### src/rtl/wm_pkg.sv
// Shared types and constants for the washer controller: state encoding,
// output widths and the credit ceiling.
package wm_pkg;

    localparam int TIME_W     = 16;
    localparam int CREDIT_W   = 4;
    localparam int CREDIT_MAX = 15;

    // State codes are visible on the front panel, so the encoding is fixed.
    typedef enum logic [2:0] {
        IDLE  = 3'd0,
        FILL  = 3'd1,
        WASH  = 3'd2,
        RINSE = 3'd3,
        SPIN  = 3'd4,
        DRAIN = 3'd5
    } wm_state_t;

    // Converts a duration given in seconds to the time_left register width.
    function automatic logic [TIME_W-1:0] secs_to_time(input int secs);
        return TIME_W'(secs);
    endfunction

endpackage : wm_pkg

### src/rtl/wm_if.sv
// Front-panel bundle between the washer controller and its environment.
// master: panel/sensor side (drives coins, buttons, loop selector).
// slave : controller side (drives state, countdown, credit, interlock).
interface wm_if;
    import wm_pkg::*;

    logic                coin_in;
    logic                start;
    logic [1:0]          extra_loops;
    logic                pause;
    wm_state_t           state_o;
    logic [TIME_W-1:0]   time_left;
    logic [CREDIT_W-1:0] credit;
    logic                busy;
    logic                door_lock;
    logic                wash_done;

    modport master (
        output coin_in, start, extra_loops, pause,
        input  state_o, time_left, credit, busy, door_lock, wash_done
    );

    modport slave (
        input  coin_in, start, extra_loops, pause,
        output state_o, time_left, credit, busy, door_lock, wash_done
    );

endinterface : wm_if

### src/rtl/wm_tick_gen.sv
// One-second prescaler. Counts CLK_DIV cycles of the system clock and
// emits a single-cycle tick on the last count. clr restarts the second
// from zero (phase entry); hold freezes the count (pause).
module wm_tick_gen #(
    parameter int CLK_DIV = 16000000
) (
    input  logic clk,
    input  logic rst,
    input  logic clr,
    input  logic hold,
    output logic tick
);

    localparam int              CNT_W = $clog2(CLK_DIV);
    localparam logic [CNT_W-1:0] LAST = CNT_W'(CLK_DIV - 1);

    logic [CNT_W-1:0] cnt;

    // A tick is only meaningful while the count is advancing.
    assign tick = !hold && (cnt == LAST);

    // Prescaler count: clear has priority, hold freezes, otherwise wrap at LAST.
    always_ff @(posedge clk or negedge rst) begin
        if (!rst) begin
            // NOTE: state registers use non-blocking assignments so every
            // flop samples pre-edge values regardless of statement order.
            cnt <= '0;
        end else if (clr) begin
            cnt <= '0;
        end else if (!hold) begin
            cnt <= (cnt == LAST) ? '0 : cnt + 1'b1;
        end
    end

endmodule : wm_tick_gen

### src/rtl/washing_machine_ctrl.sv
// Washer controller top: coin credit, start gating, phase sequencer with
// programmable extra wash/rinse loops, pause/resume and door interlock.
// Optional feature macro: WM_DRAIN_EN adds a DRAIN phase between the final
// RINSE and SPIN; without it the final RINSE goes straight to SPIN.
module washing_machine_ctrl
    import wm_pkg::*;
#(
    parameter int CLK_DIV   = 16000000,
    parameter int FILL_S    = 120,
    parameter int WASH_S    = 300,
    parameter int RINSE_S   = 120,
    parameter int SPIN_S    = 60,
    parameter int DRAIN_S   = 30,
    parameter int MAX_EXTRA = 3,
    parameter int PRICE     = 2
) (
    input  logic clk,
    input  logic rst,
    wm_if.slave  bus
);

    localparam logic [CREDIT_W-1:0] PRICE_C   = CREDIT_W'(PRICE);
    localparam logic [CREDIT_W-1:0] CREDIT_TOP = CREDIT_W'(CREDIT_MAX);

    wm_state_t           state;
    wm_state_t           nxt_state;
    logic [TIME_W-1:0]   time_left;
    logic [CREDIT_W-1:0] credit;
    logic [1:0]          loop_cnt;
    logic [1:0]          extra_lat;
    logic [1:0]          extra_sat;
    logic                busy;
    logic                wash_done;
    logic                coin_q;
    logic                coin_rise;
    logic                pause_q;
    logic                start_ok;
    logic                loop_again;
    logic                tick;
    logic                hold;
    logic                phase_end;
    logic                tick_clr;

    // Duration of each phase in seconds; IDLE has no countdown.
    function automatic logic [TIME_W-1:0] dur_of(input wm_state_t s);
        case (s)
            FILL:    return secs_to_time(FILL_S);
            WASH:    return secs_to_time(WASH_S);
            RINSE:   return secs_to_time(RINSE_S);
            SPIN:    return secs_to_time(SPIN_S);
            DRAIN:   return secs_to_time(DRAIN_S);
            default: return '0;
        endcase
    endfunction

    assign coin_rise = bus.coin_in && !coin_q;
    assign start_ok  = (state == IDLE) && bus.start && (credit >= PRICE_C);
    assign extra_sat = (int'(bus.extra_loops) > MAX_EXTRA) ? 2'(MAX_EXTRA)
                                                           : bus.extra_loops;

    // Pause acts one cycle after it is sampled, so a pause arriving on a
    // phase-ending edge lets that transition complete and freezes the new
    // phase at its full duration.
    assign hold      = pause_q && (state != IDLE);
    assign phase_end = tick && (state != IDLE) && (time_left == TIME_W'(1));
    assign tick_clr  = (state == IDLE) || phase_end;

    wm_tick_gen #(
        .CLK_DIV (CLK_DIV)
    ) u_tick_gen (
        .clk  (clk),
        .rst  (rst),
        .clr  (tick_clr),
        .hold (hold),
        .tick (tick)
    );

    // Coin edge detector, pause sampler and saturating credit counter.
    always_ff @(posedge clk or negedge rst) begin
        if (!rst) begin
            coin_q  <= 1'b0;
            pause_q <= 1'b0;
            credit  <= '0;
        end else begin
            coin_q  <= bus.coin_in;
            pause_q <= bus.pause;
            if (start_ok) begin
                // credit >= PRICE here, so the result never exceeds 14.
                credit <= credit - PRICE_C + {{(CREDIT_W-1){1'b0}}, coin_rise};
            end else if (coin_rise && (credit != CREDIT_TOP)) begin
                credit <= credit + 1'b1;
            end
        end
    end

    // Phase successor when the current phase runs out.
    always_comb begin
        // NOTE: every combinational output gets a default first so no path
        // through the case leaves it unassigned (which would infer a latch).
        nxt_state  = IDLE;
        loop_again = 1'b0;
        case (state)
            FILL:  nxt_state = WASH;
            WASH:  nxt_state = RINSE;
            RINSE: begin
                if (loop_cnt < extra_lat) begin
                    nxt_state  = WASH;
                    loop_again = 1'b1;
                end else begin
`ifdef WM_DRAIN_EN
                    nxt_state = DRAIN;
`else
                    nxt_state = SPIN;
`endif
                end
            end
`ifdef WM_DRAIN_EN
            DRAIN: nxt_state = SPIN;
`endif
            SPIN:    nxt_state = IDLE;
            default: nxt_state = IDLE;
        endcase
    end

    // Main sequencer: start acceptance, per-second countdown, phase changes
    // and the registered panel outputs.
    always_ff @(posedge clk or negedge rst) begin
        if (!rst) begin
            state     <= IDLE;
            time_left <= '0;
            loop_cnt  <= '0;
            extra_lat <= '0;
            busy      <= 1'b0;
            wash_done <= 1'b0;
        end else begin
            wash_done <= 1'b0;
            if (state == IDLE) begin
                if (start_ok) begin
                    state     <= FILL;
                    time_left <= dur_of(FILL);
                    busy      <= 1'b1;
                    loop_cnt  <= '0;
                    extra_lat <= extra_sat;
                end
            end else if (tick) begin
                if (time_left > TIME_W'(1)) begin
                    time_left <= time_left - 1'b1;
                end else begin
                    state     <= nxt_state;
                    time_left <= dur_of(nxt_state);
                    busy      <= (nxt_state != IDLE);
                    if (loop_again) begin
                        loop_cnt <= loop_cnt + 1'b1;
                    end
                    if (nxt_state == IDLE) begin
                        wash_done <= 1'b1;
                        loop_cnt  <= '0;
                    end
                end
            end
        end
    end

    assign bus.state_o   = state;
    assign bus.time_left = time_left;
    assign bus.credit    = credit;
    assign bus.busy      = busy;
    assign bus.door_lock = busy;
    assign bus.wash_done = wash_done;

endmodule : washing_machine_ctrl
### src/flat_wrapper.sv
// flat-port wrapper written by rule: the top's interface ports become plain ports
module washing_machine_ctrl_flat import wm_pkg::*;
#(
    parameter int CLK_DIV   = 16000000,
    parameter int FILL_S    = 120,
    parameter int WASH_S    = 300,
    parameter int RINSE_S   = 120,
    parameter int SPIN_S    = 60,
    parameter int DRAIN_S   = 30,
    parameter int MAX_EXTRA = 3,
    parameter int PRICE     = 2
)
  (clk, rst, bus_coin_in, bus_start, bus_extra_loops, bus_pause, bus_state_o, bus_time_left, bus_credit, bus_busy, bus_door_lock, bus_wash_done);
  wm_if bus_i ();
  input  logic clk;
  input  logic rst;
  input wire logic [$bits(bus_i.coin_in)-1:0] bus_coin_in;
  input wire logic [$bits(bus_i.start)-1:0] bus_start;
  input wire logic [$bits(bus_i.extra_loops)-1:0] bus_extra_loops;
  input wire logic [$bits(bus_i.pause)-1:0] bus_pause;
  output wire logic [$bits(bus_i.state_o)-1:0] bus_state_o;
  output wire logic [$bits(bus_i.time_left)-1:0] bus_time_left;
  output wire logic [$bits(bus_i.credit)-1:0] bus_credit;
  output wire logic [$bits(bus_i.busy)-1:0] bus_busy;
  output wire logic [$bits(bus_i.door_lock)-1:0] bus_door_lock;
  output wire logic [$bits(bus_i.wash_done)-1:0] bus_wash_done;
  assign bus_i.coin_in = bus_coin_in;
  assign bus_i.start = bus_start;
  assign bus_i.extra_loops = bus_extra_loops;
  assign bus_i.pause = bus_pause;
  assign bus_state_o = bus_i.state_o;
  assign bus_time_left = bus_i.time_left;
  assign bus_credit = bus_i.credit;
  assign bus_busy = bus_i.busy;
  assign bus_door_lock = bus_i.door_lock;
  assign bus_wash_done = bus_i.wash_done;
  washing_machine_ctrl #(.CLK_DIV(CLK_DIV), .FILL_S(FILL_S), .WASH_S(WASH_S), .RINSE_S(RINSE_S), .SPIN_S(SPIN_S), .DRAIN_S(DRAIN_S), .MAX_EXTRA(MAX_EXTRA), .PRICE(PRICE)) u_core (.clk(clk), .rst(rst), .bus(bus_i));
endmodule
### config.mk
export PLATFORM = sky130hd
export DESIGN_NAME = washing_machine_ctrl_flat
export DESIGN_NICKNAME = d
export VERILOG_FILES = /design/src/rtl/wm_pkg.sv /design/src/rtl/wm_if.sv /design/src/rtl/wm_tick_gen.sv /design/src/rtl/washing_machine_ctrl.sv /design/src/flat_wrapper.sv
export SDC_FILE = /design/constraint.sdc
export NUM_CORES = 1
export LEC_CHECK = 0
export CAP_MARGIN = 25
export CORE_AREA = 2 2 94 69
export DETAILED_ROUTE_END_ITERATION = 16
export DIE_AREA = 0 0 96 71
export PLACE_DENSITY = 0.83
export SLEW_MARGIN = 40
export SYNTH_ARGS = -nofsm -noshare
export SYNTH_HDL_FRONTEND = slang
export SYNTH_SLANG_ARGS = --single-unit
### constraint.sdc
create_clock -name clk -period 2.6 [get_ports clk]
set_input_delay 0.39 -clock clk [delete_from_list [all_inputs] [get_ports clk]]
set_output_delay 0.39 -clock clk [all_outputs]
set_load 0.01 [all_outputs]
==> results list, run 1 <==
- Number of synthesized register bits: 55
* CP cell instances: or4_4 > nor4_4 > a21oi_2 > a21oi_2 > mux2_1
- Cell Count, Final, Fillers Out: approximately 470
- The clock arrives with between 0.015 and 0.02 ns of skew.
- In the finished design, the share of the clock period the worst path needs comes to between 90% and 100%.
- Minimum clock period after layout: 2.45 ns
- Of the total power, registers draw between 50 and 60%.
- Dividing total power by cell area gives a power density of just over 500 nW/um2.
- In the final routed layout, each cell accounts on average for around 17 um.
* Buffer levels on the longest clock path: 2
- Critical Path Start Type: flop
* Kind of critical path: flop to flop
- Combinational logic is responsible for about 16% of the overall power.
* Cell Int Power: 1.39 mW
- Biggest cell delay along the critical path: about 0.61 ns
- Synthesis produced a netlist with a net count of about 370.
* Count of buffers inserted at the top-level ports: 32
- Clock-pin transition on the worst setup and hold timing paths: approximately 0.11 ns
- The die covers just under 7000 um2.
- Slowest library cell on the worst path: sky130_fd_sc_hd__or4_4
- In the routed design, unresolved DRC markers number 0.
* Post-synthesis average cell area: ~9.2 um2
- The via count of the first global-routing pass was about 2.6k.
- DR pass1 iterations: 5
- Worst endpoint required time: approximately 2.8 ns
* Placed wire-length estimate after detailed placement: 5360 um
- The die is ~70 um tall.
- For the worst-skew pair, the clock arrives at the later sink with an insertion delay of roughly 0.31 ns.
- Final Wtd Congestion: just under 0.9
- The tree is rooted in a sky130_fd_sc_hd__clkbuf_8.
* Register area share after synthesis: around 43%
- Number of DRC markers after the initial detailed-route iteration: roughly 400
* Final Slew Violations: 0
* CTS Buf Count: 5
* Count of placed standard cells including taps: 457
- For the pin with the worst max-slew slack, the measured transition is 0.774 ns.
* Horiz. Die Dim: approximately 96 um
* Worst Hold Margin: roughly 0.19 ns
- Fill cells in the final layout number 455.
* Critical path peak fanout: 9
- In this run the standard cell core region covers 5980 um2.
- RSZ-0062 raised after global routing: false
- Total via count in the routed design: approximately 2.9k
- The number of different library cells used by synthesis comes to 66.
* Number of synthesized flops with an enable pin: 0
* Top Ports: 33
- Leakage: 1.54 nW
* Clock sink count: 55
- Leftover overflow at the end of global routing: 0
- After clock tree synthesis, the flow added hold-fix buffers numbering 0.
- For this run, the total global-route usage over all layers was measured as a little under a quarter.
- The post-route netlist has a little under a tenth of its cells at a drive strength greater than 1.
- Setup violations remaining at the end of the flow were counted as 0.
- Post-synthesis instance area: about 3200 um2
- By instance count, the cell type seen most on the critical path is sky130_fd_sc_hd__a21oi_2.
- Worst IR Drop VDD: around 0.33 mV
* Crit-path leading delay family: simple AND/OR/NAND/NOR gates
- Site Rows: 24
- The number of buffers and inverters on the critical path is 0.
- TritonCTS built the clock tree.
- Warnings from Yosys: 0
- Utilization of the core after routing: 63.1%
* Maximum operating frequency: roughly 0.41 GHz
* DRT Wirelength: between 7000 and 8000 um
- Effective utilization at floorplan: ~54%
- Gates resized during post-CTS repair numbered 0.
- Number of setup buffers added after CTS: 0
* Crit path capture type: flop
* Number of cells produced by synthesis: between 300 and 400
* CTS H-tree lvls: 2
- Pin count of the biggest net entering global routing: 56
- Primary FF master, synth: sky130_fd_sc_hd__dfrtp_1
- Switching power: 0.512 mW
* Antenna-violating nets left: 0
- In this run the worst hold path is classified as input pin to asynchronous set/reset pin.
- Arrival time at the worst endpoint: 2.65 ns
* Overall power: 1.91 mW
* Count of max-cap constraint violations: 0
* Setup TNS Final: 0 ns
* Switching power share of the total: a little over a quarter
* Antenna Diode Count: 0
* Via-to-Cell Ratio: between 6 and 7
- The run finished with clean final reports.
- In the synthesized netlist the async set-or-reset flop fraction comes to between 90% and 100%.
* Share of total power in the clock network: slightly above 30%
- The area growth from synthesis to layout is 16.8%.
- Number of nets in the finished design: between 400 and 500
* Initial antenna violation count: 0
* Worst max-slew margin expressed relative to the limit: 47.9%
- The number of hold violations in the final report came to 0.
- The first global-routing pass estimated about 13000 um of wire.
==> path summary, 6_finish.rpt <==
check / from / endpoint / slack, ns / cells after the start
worst max-delay path: u_core.bus.time_left[6]$_DFFE_PN0P_ / u_core.bus.state_o[2]$_DFFE_PN0P_ / 0.15 / 5
worst min-delay path: rst / u_core.u_tick_gen.cnt[21]$_DFFE_PN0P_ / 0.19 / 2
worst max register to register: u_core.bus.time_left[6]$_DFFE_PN0P_ / u_core.bus.state_o[2]$_DFFE_PN0P_ / 0.15 / 5
worst min register to register: u_core.extra_lat[0]$_DFFE_PN0P_ / u_core.extra_lat[0]$_DFFE_PN0P_ / 0.50 / 2
max in group asynchronous: rst / u_core.u_tick_gen.cnt[18]$_DFFE_PN0P_ / 1.92 / 2
min in group clk: u_core.extra_lat[0]$_DFFE_PN0P_ / u_core.extra_lat[0]$_DFFE_PN0P_ / 0.50 / 2
==> flip-flops by register name (all words and copies together) (netlist names) <==
signal	flops
u_core.bus.credit	4
u_core.bus.state_o	3
u_core.extra_lat	2
u_core.loop_cnt	2
u_core.pause_q	1
u_core.coin_q	1
u_core.bus.wash_done	1
u_core.bus.time_left	16
u_core.u_tick_gen.cnt	24
u_core.bus.busy	1
==> synthesized netlist by cell type (3+ instances only) <==
master,instances,area [um2]
sky130_fd_sc_hd__nand3_1,21,105
sky130_fd_sc_hd__dfrtp_1,55,1380
sky130_fd_sc_hd__nor2_1,41,154
sky130_fd_sc_hd__nand4_1,11,68.8
sky130_fd_sc_hd__o21ai_1,3,15.0
sky130_fd_sc_hd__clkbuf_1,11,41.3
sky130_fd_sc_hd__xnor2_1,18,158
sky130_fd_sc_hd__buf_2,5,25.0
sky130_fd_sc_hd__ha_1,8,100
sky130_fd_sc_hd__inv_1,16,60.1
sky130_fd_sc_hd__nand2_1,20,75.1
sky130_fd_sc_hd__a22o_1,3,26.3
sky130_fd_sc_hd__and3_1,7,43.8
sky130_fd_sc_hd__a2bb2oi_1,3,26.3
sky130_fd_sc_hd__nor4_1,5,31.3
sky130_fd_sc_hd__nor3_1,19,95.1
sky130_fd_sc_hd__a21oi_1,9,45.0
sky130_fd_sc_hd__o32ai_1,3,26.3
sky130_fd_sc_hd__and4_1,3,26.3
sky130_fd_sc_hd__or4_1,5,37.5
sky130_fd_sc_hd__a31oi_1,3,18.8
sky130_fd_sc_hd__o2111ai_1,3,26.3
sky130_fd_sc_hd__o21ai_0,8,40.0
sky130_fd_sc_hd__nor3b_1,3,22.5
sky130_fd_sc_hd__nand2b_1,6,37.5
sky130_fd_sc_hd__a22oi_1,6,45.0
sky130_fd_sc_hd__xor2_1,7,61.3
==> area by class of cell <==
| class | instances | area (um2) | share of cell area (%) |
|---|---|---|---|
| tap | 78 | 97.6 | 2.59 |
| clock inverter | 2 | 35.0 | 0.929 |
| multi-input combinational | 261 | 1690 | 44.9 |
| inverter | 16 | 60.1 | 1.59 |
| timing repair buffer | 47 | 428 | 11.3 |
| sequential | 55 | 1380 | 36.5 |
| clock buffer | 6 | 82.6 | 2.19 |
==> metal layers <==
| metal | track usage [%] | share of wire, % | wire length, um | vias to the layer above |
|---|---|---|---|---|
| met4 | 4.76 | 0.54 | 42 | 0 |
| met2 | 33.7 | 44 | 3430 | 140 |
| li1 | - | - | - | 1352 |
| met5 | 0 | 0 | 0 | - |
| met3 | 4.69 | 7.5 | 585 | 8 |
| met1 | 38.1 | 48 | 3750 | 1400 |
==> cells by family after synthesis <==
logic type	count (synthesis)	synth area share, %
flops	55	42.6
xor+xnor	25	6.78
fa+ha+maj	8	3.10
mux	3	1.01
buf+inv	36	4.96
simple gates	159	26.6
compound gates	66	14.9
==> layout by cell type, fill, tap and decap left out, drive strengths merged, types with 6 or more instances in the layout <==
master	n
a21oi	11
a22oi	6
and3	7
buf	16
clkbuf	6
clkdlybuf4s50	31
dfrtp	55
ha	8
inv	16
nand2	21
nand2b	6
nand3	21
nand4	12
nor2	41
nor3	20
nor4	7
o21ai	11
or4	6
xnor2	18
xor2	7
==> power groups by stage <==
stage	Clock, mW	Combinational (mW)	Sequential, mW
finish	0.590	0.298	1.02
global route	0.636	0.341	1.03
CTS	0.604	0.305	1.02
detailed placement	0	0.303	1.03
global placement	0	0.285	1.03
floorplan	0	0.161	1.03
==> per-stage QoR <==
step	instance area (um2)	setup slack [ns]
floorplan	3230	0.402
global placement	3650	0.337
detailed placement	3650	0.229
CTS	3770	0.185
global route	3770	0.0850
finish	3770	0.147
==> worst reg2reg max path, cell delays in order (launching register included) <==
cell                      delay (ns)
sky130_fd_sc_hd__dfrtp_1        0.47
sky130_fd_sc_hd__or4_4          0.61
sky130_fd_sc_hd__nor4_4         0.41
sky130_fd_sc_hd__a21oi_2        0.21
sky130_fd_sc_hd__a21oi_2        0.27
sky130_fd_sc_hd__mux2_1         0.36
Power figures use the tool's default switching activity.
==> inputs of run 2 (changes only) <==
--- a/config.mk
+++ b/config.mk
@@ -5,7 +5,6 @@
 export SDC_FILE = /design/constraint.sdc
 export NUM_CORES = 1
 export LEC_CHECK = 0
-export CAP_MARGIN = 25
 export CORE_AREA = 2 2 94 69
 export DETAILED_ROUTE_END_ITERATION = 16
 export DIE_AREA = 0 0 96 71
==> results of run 2 <==
Final layout, timing and power as in run 1 (identical DEF).
==> inputs of run 3 (changes only) <==
--- a/config.mk
+++ b/config.mk
@@ -5,10 +5,11 @@
 export SDC_FILE = /design/constraint.sdc
 export NUM_CORES = 1
 export LEC_CHECK = 0
-export CORE_AREA = 2 2 94 69
+export CORE_AREA = 2 2 93 68
 export DETAILED_ROUTE_END_ITERATION = 16
-export DIE_AREA = 0 0 96 71
-export PLACE_DENSITY = 0.83
+export DIE_AREA = 0 0 95 70
+export PLACE_DENSITY = 0.85
+export SETUP_SLACK_MARGIN = 0.02
 export SLEW_MARGIN = 40
 export SYNTH_ARGS = -nofsm -noshare
 export SYNTH_HDL_FRONTEND = slang
==> run 3 against run 2 <==
Combinational power is 2% higher. Hold slack worse by 0.11 ns. Via count down 1.1%. Clock power down 21%. Utilization rose by 0.24 points. Largest cell class unchanged.
==> results list, run 3 (same netlist as run 1, synthesis figures left out) <==
- The worst register-to-register path has a depth of 5.
* Antenna Diode Count: 0
- For this design, the CTS-stage hold fixing added 0 buffers.
- Entering global routing, the biggest net connects 30 pins.
* Critical path peak fanout: 9
- The largest registers in the layout are u_core.u_tick_gen.cnt x24, u_core.bus.time_left x16, u_core.bus.credit x4.
* CTS tree: built
- Number of setup buffers added after CTS: 0
* Worst endpoint required time: about 2.8 ns
* Site Rows: 24
- The first TritonRoute pass finished after 5 iterations.
* Hold Vio Cnt, Final: 0
- Overall track demand over capacity in global routing: 24.1%
- The first global-routing pass estimated around 13000 um of wire.
- Buffer levels on the longest clock path: 2
- Via-to-Cell Ratio: 6.17
- Most frequent cells in the layout: sky130_fd_sc_hd__dfrtp_1 (55), sky130_fd_sc_hd__nor2_1 (41), sky130_fd_sc_hd__clkdlybuf4s50_1 (31), sky130_fd_sc_hd__nand3_1 (21), sky130_fd_sc_hd__nand2_1 (20)
- Total via count in the routed design: between 2k and 3k
- Count of buffers inserted at the top-level ports: 32
- The library cell used most frequently in the layout, excluding fill and tap cells, is sky130_fd_sc_hd__dfrtp_1.
- Placed wire-length estimate after detailed placement: 5450 um
- Worst IR Drop VDD: about 0.33 mV
- In this run the register-to-register setup slack is approximately 0.21 ns.
* Via count of the first global-routing pass: approximately 2.6k
- Effective utilization at floorplan: a little over half
- u_core.u_tick_gen.cnt holds more flip-flops than any other register.
* Slowest library cell on the worst path: sky130_fd_sc_hd__or4_4
* Top Ports: 33
- After clock tree synthesis, the clock-pin slew on the worst setup and hold paths is ~0.1 ns.
* Utilization of the core after routing: 63.3%
* Setup TNS Final: 0 ns
- Critical Path Start Type: flop
* Reg2Reg Launch Point: u_core.bus.time_left[6]$_DFFE_PN0P_
- Root Buffer: sky130_fd_sc_hd__clkbuf_8
* PwrDens: ~480 nW/um2
- Biggest cell delay along the critical path: 0.61 ns
- Std-Cell Core Area: about 6000 um2
- Worst setup skew after layout: roughly 0.008 ns
- Share of layout cells above drive strength 1: 9.04%
- The final critical path takes up a little over 90% of the cycle.
- Flip-flop count of the largest register, all copies and words added: 24
- Number of nets in the finished design: between 400 and 500
- Area added between synthesis and finish: 16.1%
* Post-route DRC: 0
- Minimum clock period after layout: approximately 2.4 ns
* Skew-Pair Late Insertion Delay: ~0.31 ns
- Leftover overflow at the end of global routing: 0
* Slew @ Worst Pin: between 0.6 and 0.7 ns
* Class of the most critical hold timing path: input pin to asynchronous set/reset pin
- Horiz. Die Dim: 95 um
- In this run the critical register-to-register path is captured at u_core.bus.time_left[14]$_DFFE_PN0P_.
- Maximum operating frequency: about 0.42 GHz
- Number of DRC markers after the initial detailed-route iteration: 323
- Arrival time at the worst endpoint: approximately 2.6 ns
* Worst max-slew margin expressed relative to the limit: between 50% and 60%
- DRT Wirelength: ~7500 um
* Average routed wire per standard cell: 16.2 um
* Outcome: complete, no violations
- Crit path capture type: flop
- Final Slew Violations: 0
- The number of antenna violations at the first check in global routing came to 0.
* Antenna-violating nets left: 0
- Summed over all cells, the static leakage comes to between 1.5 and 2 nW.
* CTS Buf Count: 5
- Die Footprint: 6650 um2
* Post-CTS resize count: 0
* Count of max-cap constraint violations: 0
- Traced cell by cell, the critical path runs through or4_4 > nor4_4 > and2_1 > nor3_2 > a221o_1.
- Routability-driven placement finished with a final weighted congestion of slightly above 0.9.
- CTS built an H-tree with a depth of 2.
* Kind of critical path: flop to flop
- Finish-stage setup viols: 0
* Die extent in y: ~70 um
- Clock sink count: 55
* RSZ-0062 raised after global routing: false
-- run 3: power by group --
group	switching, mW	internal [mW]	total [mW]	leakage [nW]
Combinational	0.143	0.159	0.303	0.793
Clock	0.276	0.190	0.466	0.0422
Sequential	0.0946	0.925	1.02	0.689
Total	0.514	1.27	1.79	1.52
-- run 3: final cells by class --
type | instances | area, um2
timing repair buffer | 47 | 440
inverter | 16 | 60.1
multi-input combinational | 261 | 1690
fill | 489 | 2170
clock buffer | 7 | 76.3
sequential | 55 | 1380
tap | 78 | 97.6
clock inverter | 1 | 5.00
-- run 3: critical path: cells and delay by family, from the launching register on --
kind | cells | cell delay (ns)
and+or+nand+nor | 4 | 1.55
DFF | 1 | 0.45
AOI/OAI and AO/OA | 1 | 0.29
-- run 3: routing by layer --
metal	GRT usage, %	wire length [um]	vias to the layer above	part of all wire, %
met1	37.2	3680	1365	49
met5	0	0	-	0
met2	34.9	3260	143	43
met3	4.64	520	12	6.9
li1	-	-	1349	-
met4	5.80	88	0	1.2
-- run 3: metrics by stage --
step	hold WS [ns]	setup slack (ns)	area (um2)	std cells	power [mW]
6_report	0.0811	0.211	3750	465	1.79
5_1_grt	0.130	0.112	3750	465	1.87
4_1_cts	0.0969	0.234	3750	465	1.80
3_5_place_dp	0.431	0.239	3670	457	1.34
3_3_place_gp	0.444	0.348	3670	457	1.31
2_1_floorplan	0.0944	0.402	3230	352	1.19
-- run 3: how the worst max path moves through the flow --
stage | cells after the start | slack [ns] | startpoint | endpoint
after floorplan | 5 | 0.40 | u_core.bus.time_left[6]$_DFFE_PN0P_ | u_core.bus.state_o[2]$_DFFE_PN0P_
after global placement | 5 | 0.35 | u_core.bus.time_left[6]$_DFFE_PN0P_ | u_core.bus.time_left[14]$_DFFE_PN0P_
after detailed placement | 5 | 0.24 | u_core.bus.time_left[6]$_DFFE_PN0P_ | u_core.bus.time_left[14]$_DFFE_PN0P_
after CTS | 5 | 0.23 | u_core.bus.time_left[6]$_DFFE_PN0P_ | u_core.bus.time_left[14]$_DFFE_PN0P_
after global routing | 5 | 0.11 | u_core.bus.time_left[6]$_DFFE_PN0P_ | u_core.bus.time_left[14]$_DFFE_PN0P_
final | 5 | 0.21 | u_core.bus.time_left[6]$_DFFE_PN0P_ | u_core.bus.time_left[14]$_DFFE_PN0P_
